==> src/rtl/tod_pkg.sv <==
// tod_pkg: constants shared by the time-of-day blocks (tod_core and its
// downstream consumers).
//   TIME_WIDTH_NS  : width of the nanosecond field
//   TIME_WIDTH_SEC : width of the seconds field
//   NS_PER_SEC     : nanosecond field rollover value
//   IDLE/ARMED/HIGH: PPS generator FSM state encodings
package tod_pkg;

  localparam int     TIME_WIDTH_NS  = 32;
  localparam int     TIME_WIDTH_SEC = 48;
  localparam longint NS_PER_SEC     = 1000000000;

  // FSM encodings kept as plain constants so older blocks that compare
  // against raw 2-bit codes keep working.
  typedef logic [1:0] pps_state_t;
  localparam pps_state_t IDLE  = 2'd0;
  localparam pps_state_t ARMED = 2'd1;
  localparam pps_state_t HIGH  = 2'd2;

endpackage

==> src/rtl/tod_cmp.sv <==
// tod_cmp: time-of-day comparison helpers, shared by PPS, alarm and
// timestamp blocks.
//   cur_sec/cur_ns   : current ToD sample
//   ref_sec/ref_ns   : reference time for the >= compare
//   cur_ge_ref       : (cur_sec,cur_ns) >= (ref_sec,ref_ns), lexicographic
//   prev_sec/prev_ns : previous valid sample
//   prev_ok          : previous sample is usable for crossing detection
//   sample_ok        : current sample is valid and not a ToD jump
//   phase_ns         : position within the second being watched
//   crossing         : the ToD passed phase_ns between prev and cur
module tod_cmp #(
  parameter int TIME_WIDTH_NS  = 32,
  parameter int TIME_WIDTH_SEC = 48
) (
  input  logic [TIME_WIDTH_SEC-1:0] cur_sec,
  input  logic [TIME_WIDTH_NS-1:0]  cur_ns,
  input  logic [TIME_WIDTH_SEC-1:0] ref_sec,
  input  logic [TIME_WIDTH_NS-1:0]  ref_ns,
  output logic                      cur_ge_ref,
  input  logic [TIME_WIDTH_SEC-1:0] prev_sec,
  input  logic [TIME_WIDTH_NS-1:0]  prev_ns,
  input  logic                      prev_ok,
  input  logic                      sample_ok,
  input  logic [TIME_WIDTH_NS-1:0]  phase_ns,
  output logic                      crossing
);

  logic [TIME_WIDTH_SEC-1:0] prev_sec_inc;
  logic                      same_sec_cross;
  logic                      next_sec_cross;

  assign cur_ge_ref = (cur_sec > ref_sec) ||
                      ((cur_sec == ref_sec) && (cur_ns >= ref_ns));

  assign prev_sec_inc = prev_sec + TIME_WIDTH_SEC'(1);

  // Only a step of zero or exactly one second can cross; larger forward
  // steps and any backward step fall through both terms.
  assign same_sec_cross = (cur_sec == prev_sec) && (prev_ns < phase_ns);
  assign next_sec_cross = (cur_sec == prev_sec_inc);

  assign crossing = sample_ok && prev_ok && (cur_ns >= phase_ns) &&
                    (same_sec_cross || next_sec_cross);

endmodule

==> src/rtl/tod_pps_gen.sv <==
// tod_pps_gen: generates a 1PPS-style pulse from the running time of day.
//   clk, rst          : system clock, asynchronous active-high reset
//   tod_vld           : tod_ns/tod_sec valid this cycle
//   tod_ns, tod_sec   : current time of day
//   tod_jump          : ToD was set/offset/stepped this cycle
//   pps_en            : enable
//   pps_phase_ns      : edge position within the second
//   pps_width_ns      : pulse high time
//   pps_period_log2   : pulse every 2^N seconds
//   pps_out           : registered pulse output
//   pps_evt           : one-cycle strobe on each pulse start
//   pps_sec           : tod_sec captured at the trigger
//   pps_late_ns       : tod_ns - phase at the trigger (mod NS_PER_SEC)
//   cfg_err           : combinational, configuration is illegal
module tod_pps_gen
  import tod_pkg::*;
#(
  parameter int     TIME_WIDTH_NS  = tod_pkg::TIME_WIDTH_NS,
  parameter int     TIME_WIDTH_SEC = tod_pkg::TIME_WIDTH_SEC,
  parameter longint NS_PER_SEC     = tod_pkg::NS_PER_SEC
) (
  input  logic                      clk,
  input  logic                      rst,
  input  logic                      tod_vld,
  input  logic [TIME_WIDTH_NS-1:0]  tod_ns,
  input  logic [TIME_WIDTH_SEC-1:0] tod_sec,
  input  logic                      tod_jump,
  input  logic                      pps_en,
  input  logic [TIME_WIDTH_NS-1:0]  pps_phase_ns,
  input  logic [TIME_WIDTH_NS-1:0]  pps_width_ns,
  input  logic [2:0]                pps_period_log2,
  output logic                      pps_out,
  output logic                      pps_evt,
  output logic [TIME_WIDTH_SEC-1:0] pps_sec,
  output logic [TIME_WIDTH_NS-1:0]  pps_late_ns,
  output logic                      cfg_err
);

  localparam logic [TIME_WIDTH_NS:0] NS_ROLL = NS_PER_SEC[TIME_WIDTH_NS:0];

  pps_state_t                state;
  logic [TIME_WIDTH_NS-1:0]  prev_ns;
  logic [TIME_WIDTH_SEC-1:0] prev_sec;
  logic                      prev_ok;
  logic [TIME_WIDTH_NS-1:0]  end_ns;
  logic [TIME_WIDTH_SEC-1:0] end_sec;

  logic                      crossing;
  logic                      end_reached;
  logic [7:0]                period_mask;
  logic                      period_hit;
  logic                      trigger;
  logic                      start_pulse;
  logic [TIME_WIDTH_NS:0]    end_sum;
  logic [TIME_WIDTH_NS:0]    end_wrapped;
  logic                      end_wrap;
  logic [TIME_WIDTH_NS-1:0]  end_ns_next;
  logic [TIME_WIDTH_SEC-1:0] end_sec_next;
  logic [TIME_WIDTH_NS:0]    late_sum;
  logic [TIME_WIDTH_NS-1:0]  late_next;

  assign cfg_err = ({1'b0, pps_phase_ns} >= NS_ROLL) ||
                   (pps_width_ns == '0) ||
                   ({1'b0, pps_width_ns} >= NS_ROLL);

  tod_cmp #(
    .TIME_WIDTH_NS (TIME_WIDTH_NS),
    .TIME_WIDTH_SEC(TIME_WIDTH_SEC)
  ) u_cmp (
    .cur_sec   (tod_sec),
    .cur_ns    (tod_ns),
    .ref_sec   (end_sec),
    .ref_ns    (end_ns),
    .cur_ge_ref(end_reached),
    .prev_sec  (prev_sec),
    .prev_ns   (prev_ns),
    .prev_ok   (prev_ok),
    .sample_ok (tod_vld && !tod_jump),
    .phase_ns  (pps_phase_ns),
    .crossing  (crossing)
  );

  // Low period_log2 bits of the second must be zero for the pulse to fire.
  assign period_mask = 8'((9'd1 << pps_period_log2) - 9'd1);
  assign period_hit  = (tod_sec[7:0] & period_mask) == 8'd0;
  assign trigger     = crossing && period_hit;

  // Back-to-back restarts are suppressed so pps_evt never stretches.
  assign start_pulse = trigger &&
                       ((state == ARMED) || ((state == HIGH) && !pps_evt));

  // End time is phase+width, carried into the next second when it wraps.
  assign end_sum      = {1'b0, pps_phase_ns} + {1'b0, pps_width_ns};
  assign end_wrap     = end_sum >= NS_ROLL;
  assign end_wrapped  = end_sum - NS_ROLL;
  assign end_ns_next  = end_wrap ? end_wrapped[TIME_WIDTH_NS-1:0]
                                 : end_sum[TIME_WIDTH_NS-1:0];
  assign end_sec_next = end_wrap ? tod_sec + TIME_WIDTH_SEC'(1) : tod_sec;

  // Lateness modulo one second; a borrow adds NS_PER_SEC back in.
  assign late_sum  = {1'b0, tod_ns} - {1'b0, pps_phase_ns} +
                     ((tod_ns >= pps_phase_ns) ? '0 : NS_ROLL);
  assign late_next = late_sum[TIME_WIDTH_NS-1:0];

  // Last valid sample; crossing detection re-arms after a jump or IDLE.
  always_ff @(posedge clk or posedge rst) begin
    if (rst) begin
      prev_ns  <= '0;
      prev_sec <= '0;
      prev_ok  <= 1'b0;
    end else begin
      if (tod_vld) begin
        prev_ns  <= tod_ns;
        prev_sec <= tod_sec;
      end
      if (tod_jump || (state == IDLE)) begin
        prev_ok <= 1'b0;
      end else if (tod_vld) begin
        prev_ok <= 1'b1;
      end
    end
  end

  always_ff @(posedge clk or posedge rst) begin
    if (rst) begin
      state       <= IDLE;
      pps_out     <= 1'b0;
      pps_evt     <= 1'b0;
      pps_sec     <= '0;
      pps_late_ns <= '0;
      end_ns      <= '0;
      end_sec     <= '0;
    end else begin
      pps_evt <= 1'b0;
      if (!pps_en || cfg_err) begin
        state   <= IDLE;
        pps_out <= 1'b0;
      end else if (start_pulse) begin
        state       <= HIGH;
        pps_out     <= 1'b1;
        pps_evt     <= 1'b1;
        pps_sec     <= tod_sec;
        pps_late_ns <= late_next;
        end_ns      <= end_ns_next;
        end_sec     <= end_sec_next;
      end else begin
        case (state)
          IDLE: begin
            state   <= ARMED;
            pps_out <= 1'b0;
          end
          ARMED: begin
            pps_out <= 1'b0;
          end
          HIGH: begin
            if (tod_jump || (tod_vld && end_reached)) begin
              state   <= ARMED;
              pps_out <= 1'b0;
            end
          end
          default: begin
            state   <= IDLE;
            pps_out <= 1'b0;
          end
        endcase
      end
    end
  end

endmodule

==> config.mk <==
export PLATFORM = sky130hd
export DESIGN_NAME = tod_pps_gen
export DESIGN_NICKNAME = d
export VERILOG_FILES = /design/src/rtl/tod_pkg.sv /design/src/rtl/tod_cmp.sv /design/src/rtl/tod_pps_gen.sv
export SDC_FILE = /design/constraint.sdc
export NUM_CORES = 1
export LEC_CHECK = 0
export ABC_AREA = 1
export BUFFER_PORTS_ARGS = -buffer_cell sky130_fd_sc_hd__buf_2
export CAP_MARGIN = 20
export CORE_MARGIN = 2
export CORE_UTILIZATION = 30
export DETAILED_ROUTE_END_ITERATION = 10
export HOLD_SLACK_MARGIN = 0.12
export PLACE_DENSITY = 0.5
export RECOVER_POWER = 100
export SYNTH_ARGS = -nofsm -noshare
export SYNTH_HDL_FRONTEND = slang
export SYNTH_HIERARCHICAL = 1
export SYNTH_SLANG_ARGS = --single-unit
==> constraint.sdc <==
create_clock -name clk -period 9.6 [get_ports clk]
set_input_delay 0.96 -clock clk [delete_from_list [all_inputs] [get_ports clk]]
set_output_delay 0.96 -clock clk [all_outputs]
set_load 0.01 [all_outputs]
==> results of run 1 <==
## sequential cells by signal (all words and copies together), names as in the netlist
| register | flops |
|---|---|
| state | 2 |
| prev_sec | 48 |
| pps_late_ns | 32 |
| pps_sec | 48 |
| prev_ns | 32 |
| pps_evt | 1 |
| end_ns | 32 |
| end_sec | 48 |
| prev_ok | 1 |
| pps_out | 1 |
## synth_stat cells, types with 3 or more instances
cell type                  number
sky130_fd_sc_hd__inv_1        565
sky130_fd_sc_hd__o21a_1         7
sky130_fd_sc_hd__buf_8          3
sky130_fd_sc_hd__clkbuf_1      34
sky130_fd_sc_hd__a21o_1         4
sky130_fd_sc_hd__o31ai_1        3
sky130_fd_sc_hd__nor2_1       242
sky130_fd_sc_hd__nor2_2        22
sky130_fd_sc_hd__fa_1          21
sky130_fd_sc_hd__buf_2         26
sky130_fd_sc_hd__ha_1         240
sky130_fd_sc_hd__a31oi_1       10
sky130_fd_sc_hd__and3_1         3
sky130_fd_sc_hd__nand2_2       31
sky130_fd_sc_hd__o21ai_0      205
sky130_fd_sc_hd__o211ai_1       5
sky130_fd_sc_hd__nor2_4         9
sky130_fd_sc_hd__nand3_2       36
sky130_fd_sc_hd__buf_1          3
sky130_fd_sc_hd__nand3_1      250
sky130_fd_sc_hd__o21bai_1       6
sky130_fd_sc_hd__nand3b_1       7
sky130_fd_sc_hd__and2_1         6
sky130_fd_sc_hd__a21oi_1      148
sky130_fd_sc_hd__nor3_1        31
sky130_fd_sc_hd__buf_6          4
sky130_fd_sc_hd__o221ai_1       5
sky130_fd_sc_hd__nand2_1     1219
sky130_fd_sc_hd__nor2_8         4
sky130_fd_sc_hd__nand4_1       64
sky130_fd_sc_hd__clkinv_1       4
sky130_fd_sc_hd__inv_2         15
sky130_fd_sc_hd__xnor2_1       37
sky130_fd_sc_hd__nor4_1        27
sky130_fd_sc_hd__xor2_1        97
sky130_fd_sc_hd__nand2_4        3
sky130_fd_sc_hd__dfrtp_1      245
## where the power goes
part	switching, mW	total, mW	internal, mW
sequential	0.0325	1.10	1.06
combinational	0.763	1.13	0.369
clock	0.533	1.42	0.890
## cell families after synthesis
group                      count (synthesis)
DFF                                      245
AOI/OAI and AO/OA                        407
xor gates and xnor gates                 134
buffers and inverters                    656
adders and majority gates                261
and+or+nand+nor                         1969
## metrics by stage
stage / worst slack, ps / std cells
floorplan: 1910 / 3672
global route: 2220 / 4956
finish: 2940 / 4956
CTS: 4490 / 4954
global placement: 3950 / 4893
detailed placement: 3940 / 4893
## worst min path at each step
| stage | from | endpoint | slack [ps] | cells after the start |
|---|---|---|---|---|
| 2_1_floorplan | prev_ns[0]$_DFFE_PP0P_ | prev_ns[0]$_DFFE_PP0P_ | 450 | 2 |
| 3_3_place_gp | pps_sec[7]$_DFFE_PP0P_ | pps_sec[7]$_DFFE_PP0P_ | 460 | 2 |
| 3_5_place_dp | end_sec[35]$_DFFE_PP0P_ | end_sec[35]$_DFFE_PP0P_ | 460 | 2 |
| 4_1_cts | end_sec[14]$_DFFE_PP0P_ | end_sec[14]$_DFFE_PP0P_ | 480 | 2 |
| 5_1_grt | end_sec[8]$_DFFE_PP0P_ | end_sec[8]$_DFFE_PP0P_ | 490 | 2 |
| 6_report | end_sec[46]$_DFFE_PP0P_ | end_sec[46]$_DFFE_PP0P_ | 470 | 2 |
## critical path, stage by stage
cell and delay (ps):
sky130_fd_sc_hd__clkbuf_1 930, sky130_fd_sc_hd__clkinvlp_2 2320, sky130_fd_sc_hd__nor2_1 510, sky130_fd_sc_hd__nand3_1 140
sky130_fd_sc_hd__nor2_1 180, sky130_fd_sc_hd__o2111a_1 200, sky130_fd_sc_hd__nand2_1 70, sky130_fd_sc_hd__inv_1 110
sky130_fd_sc_hd__nand4_1 200, sky130_fd_sc_hd__inv_2 580, sky130_fd_sc_hd__buf_4 440, sky130_fd_sc_hd__nand2_1 210
sky130_fd_sc_hd__nand2_1 130, sky130_fd_sc_hd__nand2_1 50, sky130_fd_sc_hd__nand2_1 50
## cell type report
class	count	area [um^2]
clock buffer	49	1040
antenna	2	5.00
fill	8867	51800
sequential	245	6130
clock inverter	12	195
tap	1050	1310
timing repair buffer	243	1150
inverter	584	2190
multi-input combinational	2771	15400
## metal layers
metal | wire length, um | share of wire | vias up | GRT usage
met5 | 7 | 0.000083 | - | 0
li1 | - | - | 12100 | -
met4 | 1930 | 0.023 | 2 | 0.0512
met1 | 39600 | 0.47 | 10800 | 0.275
met2 | 39200 | 0.47 | 495 | 0.342
met3 | 3530 | 0.042 | 108 | 0.0219
==> implementation parameters, run 1 <==
Parameter                              Value

Outcome
  Outcome ... complete, but fails checks
  Violations in the final reports ... max-capacitance violations, max-slew violations

Synth
  Post-synthesis share of cell area spent on and, or, nand and nor gates ... 0.358
  Synth warn ... 6
  Count of cell types in the netlist ... 59
  Most area-hungry cell type in the Yosys netlist ... sky130_fd_sc_hd__dfrtp_1
  Cell types with the largest area share after synthesis ... sky130_fd_sc_hd__dfrtp_1, sky130_fd_sc_hd__nand2_1, sky130_fd_sc_hd__ha_1, sky130_fd_sc_hd__inv_1, sky130_fd_sc_hd__nand3_1
  Fraction of synthesized cell area taken by the top area cell type ... 0.254
  Share of synthesized area occupied by flip-flops and latches ... 0.254
  Xor/xnor cell area share of the yosys netlist ... 0.0487
  Share of the synthesized area in compound gates (AO/OA/AOI/OAI) ... 0.0905
  Post-synthesis net count ... 4085
  Share of flip-flops with an asynchronous set or reset after synthesis ... 1.00
  Top_reg_cell synth ... sky130_fd_sc_hd__dfrtp_1
  Number of enable-type register cells in the synthesized netlist ... 0
  Post-Syn Instances ... 3672
  Combinational family with the most area after synthesis ... simple AND/OR/NAND/NOR gates
  Fraction of the mapped netlist area in adder cells ... 0.142
  Post-synthesis instance area ... 0.0241 mm^2
  Multiplexer share of the synthesized area ... 0
  Syn_area_per_cell ... 6.57 um^2
  Post-synthesis sequential element count ... 245

Clocking
  Clock tree from TritonCTS ... done
  Bufs on Longest Clock Path ... 3
  Number of levels in the clock H-tree ... 2
  Insertion delay to the later sink of the worst-skew pair ... 570 ps
  Total CTS buffers ... 36
  Resized Gates After CTS ... 0
  Master cell of the clock root buffer ... sky130_fd_sc_hd__clkbuf_16
  CTS Sinks ... 245
  Post-cts hold buffer count ... 0
  Post-CTS repair timing setup buffer count ... 0
  Clock edge transition at the registers on the reported setup and hold paths ... 60 ps

GRT
  Grt ovf ... 0
  Global routing usage summed across all routing layers ... 0.203
  Vias in the first global route ... 22600
  Wire length of the first global-routing pass ... 131000 um
  Initial antenna violation count ... 3
  Pin count of the biggest net entering global routing ... 171

Power
  Worst vdd ir ... 0.0970 mV
  Standby leakage power ... 14.5 nW
  Total design power ... 3.65 mW
  Power density over cell area ... 133 mW/mm^2

Route
  First drt pass iteration count ... 6
  Routed length per placed instance ... 17.0 um
  Total wirelength of the detailed-routed design ... 84200 um
  # DRC ... 0
  Via Count ... 23600
  Per-cell via count in the routed design ... 4.76
  First-iteration detailed-routing DRC count ... 1568
  Antenna Nets Post-Route ... 0

Floorplanning
  Starting density of the core ... 0.304
  DIE WIDTH ... 288 um
  Die extent in y ... 288 um
  I/O Pins ... 235
  Area of the core ... 0.0793 mm^2
  Die ar. ... 0.0827 mm^2
  Number of rows in the core area ... 103

Worst setup path
  Internal reg-to-reg setup slack ... 5040 ps
  Crit path kind ... in -> reg
  End point of the critical path ... end_sec[47]$_DFFE_PP0P_
  Critical Path Start Type ... input pin
  Data required time at the worst endpoint ... 10090 ps
  Nature of the critical path endpoint ... flop
  Start point of the critical path ... tod_vld
  Arrival time worst endpoint ... 7150 ps
  FF-to-FF End ... end_sec[47]$_DFFE_PP0P_
  Biggest fanout along the worst timing path ... 66
  Number of cells on the worst reg-to-reg path ... 25
  Start of the worst register-to-register path ... prev_sec[0]$_DFFE_PP0P_

Timing
  Fin Setup TNS ... 0 ps
  Post-route clock period utilization ... 0.694
  Worst hold margin ... 475 ps
  Setup violators final ... 0
  Least-Margin Pin Slew ... 5280 ps
  Slew headroom ... -2.52
  Count of pins over their slew limit ... 257
  Clock skew ... 38.3 ps
  Final Hold Violating Endpoints ... 0
  Setup repair after global routing missed its margin ... no
  Shortest clock period the worst path allows after layout ... 6660 ps
  Maximum frequency from static timing analysis ... 0.150 GHz

Final layout
  Share of post-route cells with drive strength above 1 ... 0.0894
  Commonest cells after routing, fill and taps aside ... sky130_fd_sc_hd__nand2_1, sky130_fd_sc_hd__inv_1, sky130_fd_sc_hd__nand3_1
  Most common library cell in the layout ignoring fill and taps ... sky130_fd_sc_hd__nand2_1
  Final #Nets ... 4294
  Post-route cell area ... 0.0275 mm^2
  Post-route core utilization ... 0.347
  Area Growth Syn to Fin ... 13.9%

Placed design
  HPWL after DPL ... 67500 um
  GP Congestion ... 0.897
  Number of port buffers ... 234
  Post-placement cell area ... 0.0263 mm^2

Min path
  Tightest Hold Check Type ... reg -> reg

Job
  Max-capacitance violation count ... 3
No activity file was read; power rests on OpenSTA's default activity.
==> run 2: changes to the inputs <==
clock period = 6.2 ns   (was 9.6 ns; I/O delays follow)
==> run 2 against run 1 <==
The run still ends with max-capacitance violations, max-slew violations left. Global-route usage up 0.22 points. First-iteration DRC count down 19%. Clock power up 45%. Final cell count grew 0.18%. Combinational power increased by 56%. Worst setup slack worse by 2100 ps. Via count rose by 0.25%. Largest power group unchanged.
==> implementation parameters, run 2 (synthesized netlist as in run 1, its figures left out) <==
Parameter                              Value

Worst setup path
  Crit path kind ... reg -> reg
  Biggest fanout along the worst timing path ... 35 (-47%)
  Number of cells on the worst reg-to-reg path ... 22 (-12%)
  Start of the worst register-to-register path ... prev_sec[19]$_DFFE_PP0P_
  Nature of the critical path endpoint ... flop
  Data required time at the worst endpoint ... 6670 ps (-3420 ps)
  FF-to-FF End ... end_sec[0]$_DFFE_PP0P_
  Critical Path Start Type ... flop
  Internal reg-to-reg setup slack ... 840 ps (-4200 ps)
  Arrival time worst endpoint ... 5830 ps (-1320 ps)

Final layout
  Most common library cell in the layout ignoring fill and taps ... sky130_fd_sc_hd__nand2_1
  Largest registers ... end_sec: 48 flops, pps_sec: 48 flops, prev_sec: 48 flops
  Fin cells ... 4965 (+0.18%)
  Area Growth Syn to Fin ... 13.6%
  Final #Nets ... 4301 (+0.16%)
  Post-route cell area ... 0.0274 mm^2 (-0.26%)
  Share of post-route cells with drive strength above 1 ... 0.0897 (+0.000351)
  # fillers ... 8897 (+0.34%)
  Commonest cells after routing, fill and taps aside ... sky130_fd_sc_hd__nand2_1, sky130_fd_sc_hd__inv_1, sky130_fd_sc_hd__nand3_1
  Post-route core utilization ... 0.346 (-0.000915)

Floorplanning
  I/O Pins ... 235 (unchanged)
  Die extent in y ... 288 um (unchanged)
  Starting density of the core ... 0.304 (unchanged)
  Area of the core ... 0.0793 mm^2 (unchanged)
  Die ar. ... 0.0827 mm^2 (unchanged)
  Number of rows in the core area ... 103 (unchanged)
  DIE WIDTH ... 288 um (unchanged)

Route
  Via Count ... 23600 (+0.25%)
  Post-route met1 wirelength ... 40100 um (+1.2%)
  Routed length per placed instance ... 17.2 um (+1.3%)
  Total wirelength of the detailed-routed design ... 85500 um (+1.5%)
  Per-cell via count in the routed design ... 4.76 (about the same)
  First drt pass iteration count ... 5 (-1)
  Highest metal layer used by the detailed router ... met5
  # DRC ... 0 (unchanged)
  Length of routed met2 wiring ... 40000 um (+2.0%)
  Antenna Nets Post-Route ... 0 (unchanged)
  First-iteration detailed-routing DRC count ... 1267 (-19%)
  Met3 wirelength from detailed routing ... 3550 um (+0.62%)

Clocking
  Bufs on Longest Clock Path ... 3 (unchanged)
  Resized Gates After CTS ... 0 (unchanged)
  Clock tree from TritonCTS ... done
  Total CTS buffers ... 35 (-2.8%)
  CTS Sinks ... 245 (unchanged)
  Insertion delay to the later sink of the worst-skew pair ... 570 ps (about the same)
  Master cell of the clock root buffer ... sky130_fd_sc_hd__clkbuf_16
  Clock edge transition at the registers on the reported setup and hold paths ... 60 ps (about the same)
  Number of levels in the clock H-tree ... 2 (unchanged)
  Post-cts hold buffer count ... 0 (unchanged)
  Post-CTS repair timing setup buffer count ... 0 (unchanged)

Timing
  Worst hold margin ... 356 ps (-118 ps)
  Final WS setup ... 844 ps (-2100 ps)
  Fin Setup TNS ... 0 ps (unchanged)
  Count of pins over their slew limit ... 534 (+110%)
  Setup repair after global routing missed its margin ... no
  Maximum frequency from static timing analysis ... 0.187 GHz
  Least-Margin Pin Slew ... 3710 ps (-1570 ps)
  Slew headroom ... -1.47 (+1.04)
  Setup violators final ... 0 (unchanged)
  Shortest clock period the worst path allows after layout ... 5360 ps
  Post-route clock period utilization ... 0.864
  Final Hold Violating Endpoints ... 0 (unchanged)
  Clock skew ... 29.2 ps (-9.10 ps)

Outcome
  Outcome ... complete, but fails checks
  Violations in the final reports ... max-capacitance violations, max-slew violations

Placed design
  Number of placed cells counting well taps ... 4900 (+0.14%)
  Number of port buffers ... 234 (unchanged)
  Worst setup timing slack at the placement stage ... 741 ps (-3200 ps)
  HPWL after DPL ... 68700 um (+1.8%)
  Post-placement cell area ... 0.0264 mm^2 (+0.19%)
  GP Congestion ... 0.910 (+1.4%)

GRT
  Global routing usage summed across all routing layers ... 0.205 (+0.00218)
  Pin count of the biggest net entering global routing ... 137 (-20%)
  Initial antenna violation count ... 7 (+4)
  Wire length of the first global-routing pass ... 132000 um (+0.65%)
  Grt ovf ... 0 (unchanged)
  Vias in the first global route ... 22800 (+0.82%)

Power
  Worst vdd ir ... 0.142 mV (+47%)
  Net Switching ... 2.08 mW (+56%)
  Standby leakage power ... 14.5 nW (-0.20%)
  Total design power ... 5.52 mW (+51%)
  Cell internal power dissipation ... 3.44 mW (+48%)
  Power share of the sequential group ... 0.308 (+0.008)
  Share of total power in combinational logic ... 0.318 (+0.008)
  Switching part of the total ... 0.376 (+0.0124)
  Clock network fraction of total power ... 0.374 (-0.016)
  Power density over cell area ... 201 mW/mm^2 (+52%)

Min path
  Hold wc startpoint ... tod_ns[12]
  Min-Delay Endpoint ... prev_ns[12]$_DFFE_PP0P_
  Tightest Hold Check Type ... in -> reg
  Worst Hold Depth ... 3 (+1)

Job
  Max-capacitance violation count ... 8 (+5)
[run 2: cell types whose count changed in the layout (fill, tap and decap cells not counted), sizes merged]
cell      before  now
clkinv         8   12
buf          158  160
clkinvlp       3    4
diode          2    4
inv          580  582
bufinv         5    3
[run 2: critical path, stage by stage (launching register included)]
cell and delay, ps:
sky130_fd_sc_hd__dfrtp_1 420, sky130_fd_sc_hd__nand2_1 130, sky130_fd_sc_hd__nor2_1 360, sky130_fd_sc_hd__nand2_1 220
sky130_fd_sc_hd__nor2_1 340, sky130_fd_sc_hd__nand2_1 120, sky130_fd_sc_hd__o21ai_0 210, sky130_fd_sc_hd__nand2_1 70
sky130_fd_sc_hd__nor2_1 130, sky130_fd_sc_hd__nand2_1 60, sky130_fd_sc_hd__nor2_1 80, sky130_fd_sc_hd__nand2_1 50
sky130_fd_sc_hd__nor2_1 220, sky130_fd_sc_hd__nor2_1 70, sky130_fd_sc_hd__nor2_1 270, sky130_fd_sc_hd__o2111a_1 230
sky130_fd_sc_hd__nand2_1 70, sky130_fd_sc_hd__inv_1 110, sky130_fd_sc_hd__nand4_1 280, sky130_fd_sc_hd__inv_1 750
sky130_fd_sc_hd__clkbuf_2 780, sky130_fd_sc_hd__nand4_1 150, sky130_fd_sc_hd__nand3_1 110
[run 2: power by group through the flow]
stage | combinational, mW | clock, mW | sequential [mW]
floorplan | 1.21 | 0 | 1.71
global placement | 1.75 | 0 | 1.73
detailed placement | 1.75 | 0 | 1.72
CTS | 1.76 | 2.13 | 1.70
global route | 1.99 | 2.18 | 1.70
finish | 1.76 | 2.06 | 1.70
[run 2: area by class of cell]
class	count	area, um^2	area share
timing repair buffer	251	1170	0.0426
inverter	584	2200	0.0802
tap	1050	1310	0.0480
clock buffer	43	957	0.0349
antenna	4	10.0	0.000365
sequential	245	6130	0.224
multi-input combinational	2771	15400	0.563
clock inverter	17	190	0.00694
[run 2: per-layer routing]
| metal | vias to the layer above | track usage |
|---|---|---|
| met4 | 4 | 0.0509 |
| met2 | 448 | 0.345 |
| li1 | 12100 | - |
| met1 | 11000 | 0.277 |
| met5 | - | 0 |
| met3 | 97 | 0.0252 |
[run 2: worst max path at each step]
stage                                       end                     start  cells after the start
floorplan           pps_late_ns[28]$_DFFE_PP0P_                 tod_ns[0]                     29
global placement    pps_late_ns[28]$_DFFE_PP0P_                 tod_ns[0]                     30
detailed placement  pps_late_ns[28]$_DFFE_PP0P_                 tod_ns[0]                     30
CTS                 pps_late_ns[28]$_DFFE_PP0P_                 tod_ns[0]                     30
global route             end_sec[0]$_DFFE_PP0P_  prev_sec[19]$_DFFE_PP0P_                     22
finish                   end_sec[0]$_DFFE_PP0P_  prev_sec[19]$_DFFE_PP0P_                     22
==> run 3: changes to the inputs <==
--- a/config.mk
+++ b/config.mk
@@ -12,2 +12,3 @@
 export CORE_UTILIZATION = 30
+export CTS_CLUSTER_DIAMETER = 50
 export DETAILED_ROUTE_END_ITERATION = 10
==> constraint.sdc (replaced) <==
create_clock -name clk -period 6.2 [get_ports clk]
set_input_delay 1.24 -clock clk [delete_from_list [all_inputs] [get_ports clk]]
set_output_delay 1.24 -clock clk [all_outputs]
set_load 0.01 [all_outputs]
==> run 3 against run 2 <==
The run still ends with max-capacitance violations, max-slew violations left. Clock power up 33%. Combinational power about the same. Total power up 12%. Final cell count is 0.48% higher. Via count grew 0.36%. Die area unchanged. Sequential cell count is the same. Maximum frequency shrank 3.5%. Sequential share of layout area fell by 0.41 points. Highest routed layer is now met4.
==> implementation parameters, run 3 (synthesized netlist as in run 1, its figures left out) <==
Parameter                              Value

GRT
  GR Util met2 ... 0.344 (-0.00138)
  Met1 track demand over resource in global routing ... 0.275 (-0.00213)
  M3 GR Usage ... 0.0249 (-0.000317)
  Vias in the first global route ... 23200 (+1.9%)
  Global routing usage summed across all routing layers ... 0.204 (-0.00104)
  Wire length of the first global-routing pass ... 132000 um (+0.27%)
  Pin count of the biggest net entering global routing ... 127 (-7.3%)
  Routing layer with the top usage in global route ... met2
  Grt ovf ... 0 (unchanged)
  Initial antenna violation count ... 4 (-3)

Timing
  Count of pins over their slew limit ... 215 (-60%)
  Fin Setup TNS ... 0 ps (unchanged)
  Setup violators final ... 0 (unchanged)
  Maximum frequency from static timing analysis ... 0.180 GHz (-3.5%)
  Worst hold margin ... 474 ps (+118 ps)
  Shortest clock period the worst path allows after layout ... 5550 ps (+195 ps)
  Setup repair after global routing missed its margin ... no
  Slew headroom ... -1.29 (+0.186)
  Post-route clock period utilization ... 0.895 (+0.0314)
  Clock skew ... 43.8 ps (+14.6 ps)
  Least-Margin Pin Slew ... 3430 ps (-278 ps)
  Final WS setup ... 649 ps (-195 ps)
  Final Hold Violating Endpoints ... 0 (unchanged)

Clocking
  Insertion delay to the later sink of the worst-skew pair ... 590 ps (+20 ps)
  Clock tree from TritonCTS ... done
  Resized Gates After CTS ... 0 (unchanged)
  Post-CTS repair timing setup buffer count ... 0 (unchanged)
  Clock edge transition at the registers on the reported setup and hold paths ... 50 ps (about the same)
  Post-cts hold buffer count ... 0 (unchanged)
  CTS Sinks ... 245 (unchanged)
  Number of levels in the clock H-tree ... 2 (unchanged)
  Total CTS buffers ... 47 (+34%)
  Bufs on Longest Clock Path ... 3 (unchanged)
  Master cell of the clock root buffer ... sky130_fd_sc_hd__clkbuf_16

Placed design
  HPWL after DPL ... 68200 um (-0.73%)
  Worst setup timing slack at the placement stage ... 209 ps (-532 ps)
  Number of port buffers ... 234 (unchanged)
  GP Congestion ... 0.908 (-0.16%)
  Number of placed cells counting well taps ... 4899 (-0.020%)

Final layout
  Largest registers ... end_sec: 48 flops, pps_sec: 48 flops, prev_sec: 48 flops
  Final #Nets ... 4311 (+0.23%)
  Commonest cells after routing, fill and taps aside ... sky130_fd_sc_hd__nand2_1, sky130_fd_sc_hd__inv_1, sky130_fd_sc_hd__nand3_1
  Fin cells ... 4989 (+0.48%)
  Most common library cell in the layout ignoring fill and taps ... sky130_fd_sc_hd__nand2_1
  Area Growth Syn to Fin ... 15.8%
  Share of post-route cells with drive strength above 1 ... 0.0953 (+0.00558)

Floorplanning
  Number of rows in the core area ... 103 (unchanged)
  Die ar. ... 0.0827 mm^2 (unchanged)
  Area of the core ... 0.0793 mm^2 (unchanged)
  Die extent in y ... 288 um (unchanged)
  DIE WIDTH ... 288 um (unchanged)
  I/O Pins ... 235 (unchanged)
  Starting density of the core ... 0.304 (unchanged)

Worst setup path
  Arrival time worst endpoint ... 6030 ps (+200 ps)
  Data required time at the worst endpoint ... 6680 ps (about the same)
  Peak per-stage delay on the critical path ... 450 ps (-330 ps)
  Critical Path Start Type ... input pin
  Nature of the critical path endpoint ... flop
  Biggest fanout along the worst timing path ... 11 (-69%)
  Number of cells on the worst reg-to-reg path ... 23 (+4.5%)
  Most used cell along the critical path ... sky130_fd_sc_hd__nor2_1
  Internal reg-to-reg setup slack ... 1180 ps (+340 ps)
  Crit path kind ... in -> reg
  Slowest stage cell, crit path ... sky130_fd_sc_hd__fa_1

Min path
  Tightest Hold Check Type ... reg -> reg
  Worst Hold Depth ... 2 (-1)

Route
  Antenna Nets Post-Route ... 0 (unchanged)
  Routed length per placed instance ... 16.9 um (-1.7%)
  Via Count ... 23700 (+0.36%)
  First-iteration detailed-routing DRC count ... 1393 (+9.9%)
  Total wirelength of the detailed-routed design ... 84400 um (-1.3%)
  First drt pass iteration count ... 5 (unchanged)
  # DRC ... 0 (unchanged)
  Per-cell via count in the routed design ... 4.75 (-0.12%)

Outcome
  Violations in the final reports ... max-capacitance violations, max-slew violations
  Outcome ... complete, but fails checks

Job
  Max-capacitance violation count ... 3 (-5)

Power
  Power density over cell area ... 222 mW/mm^2 (+10%)
  Standby leakage power ... 14.7 nW (+1.7%)
  Worst vdd ir ... 0.176 mV (+24%)
  Total design power ... 6.19 mW (+12%)
[run 3: final cells by class]
class	instances	area, um^2
timing repair buffer	249	1180
clock buffer	54	1230
clock inverter	31	425
sequential	245	6130
inverter	584	2200
tap	1050	1310
fill	8822	51300
antenna	5	12.5
multi-input combinational	2771	15400
[run 3: power breakdown]
group          switching [mW]  internal [mW]
Clock                   0.964           1.77
Sequential             0.0519           1.65
Combinational            1.18          0.571
Total                    2.19           3.99
[run 3: worst max-delay path, delay by kind of cell]
family                     cells  cell delay [ps]
xor gates and xnor gates       1              160
buffers and inverters          4              490
and+or+nand+nor               13             1480
adders and majority gates      4             1250
AOI/OAI and AO/OA              8             1430
[run 3: worst paths after layout]
kind,from,endpoint
max,tod_ns[0],pps_late_ns[28]$_DFFE_PP0P_
min,end_sec[14]$_DFFE_PP0P_,end_sec[14]$_DFFE_PP0P_
max reg2reg,prev_sec[1]$_DFFE_PP0P_,end_ns[13]$_DFFE_PP0P_
min reg2reg,end_sec[14]$_DFFE_PP0P_,end_sec[14]$_DFFE_PP0P_
max in group asynchronous,rst,end_ns[23]$_DFFE_PP0P_
min in group asynchronous,rst,end_sec[4]$_DFFE_PP0P_
[run 3: routing by layer]
| layer | wire length (um) | vias up |
|---|---|---|
| met5 | 0 | - |
| met4 | 1970 | 0 |
| met3 | 3600 | 104 |
| met2 | 39300 | 498 |
| met1 | 39600 | 11000 |
| li1 | - | 12200 |
[run 3: stage by stage]
| stage | area [um^2] | utilization |
|---|---|---|
| floorplan | 24100 | - |
| global placement | 26400 | 0.333 |
| detailed placement | 26400 | 0.333 |
| CTS | 28100 | 0.354 |
| global route | 27900 | 0.352 |
| finish | 27900 | 0.352 |
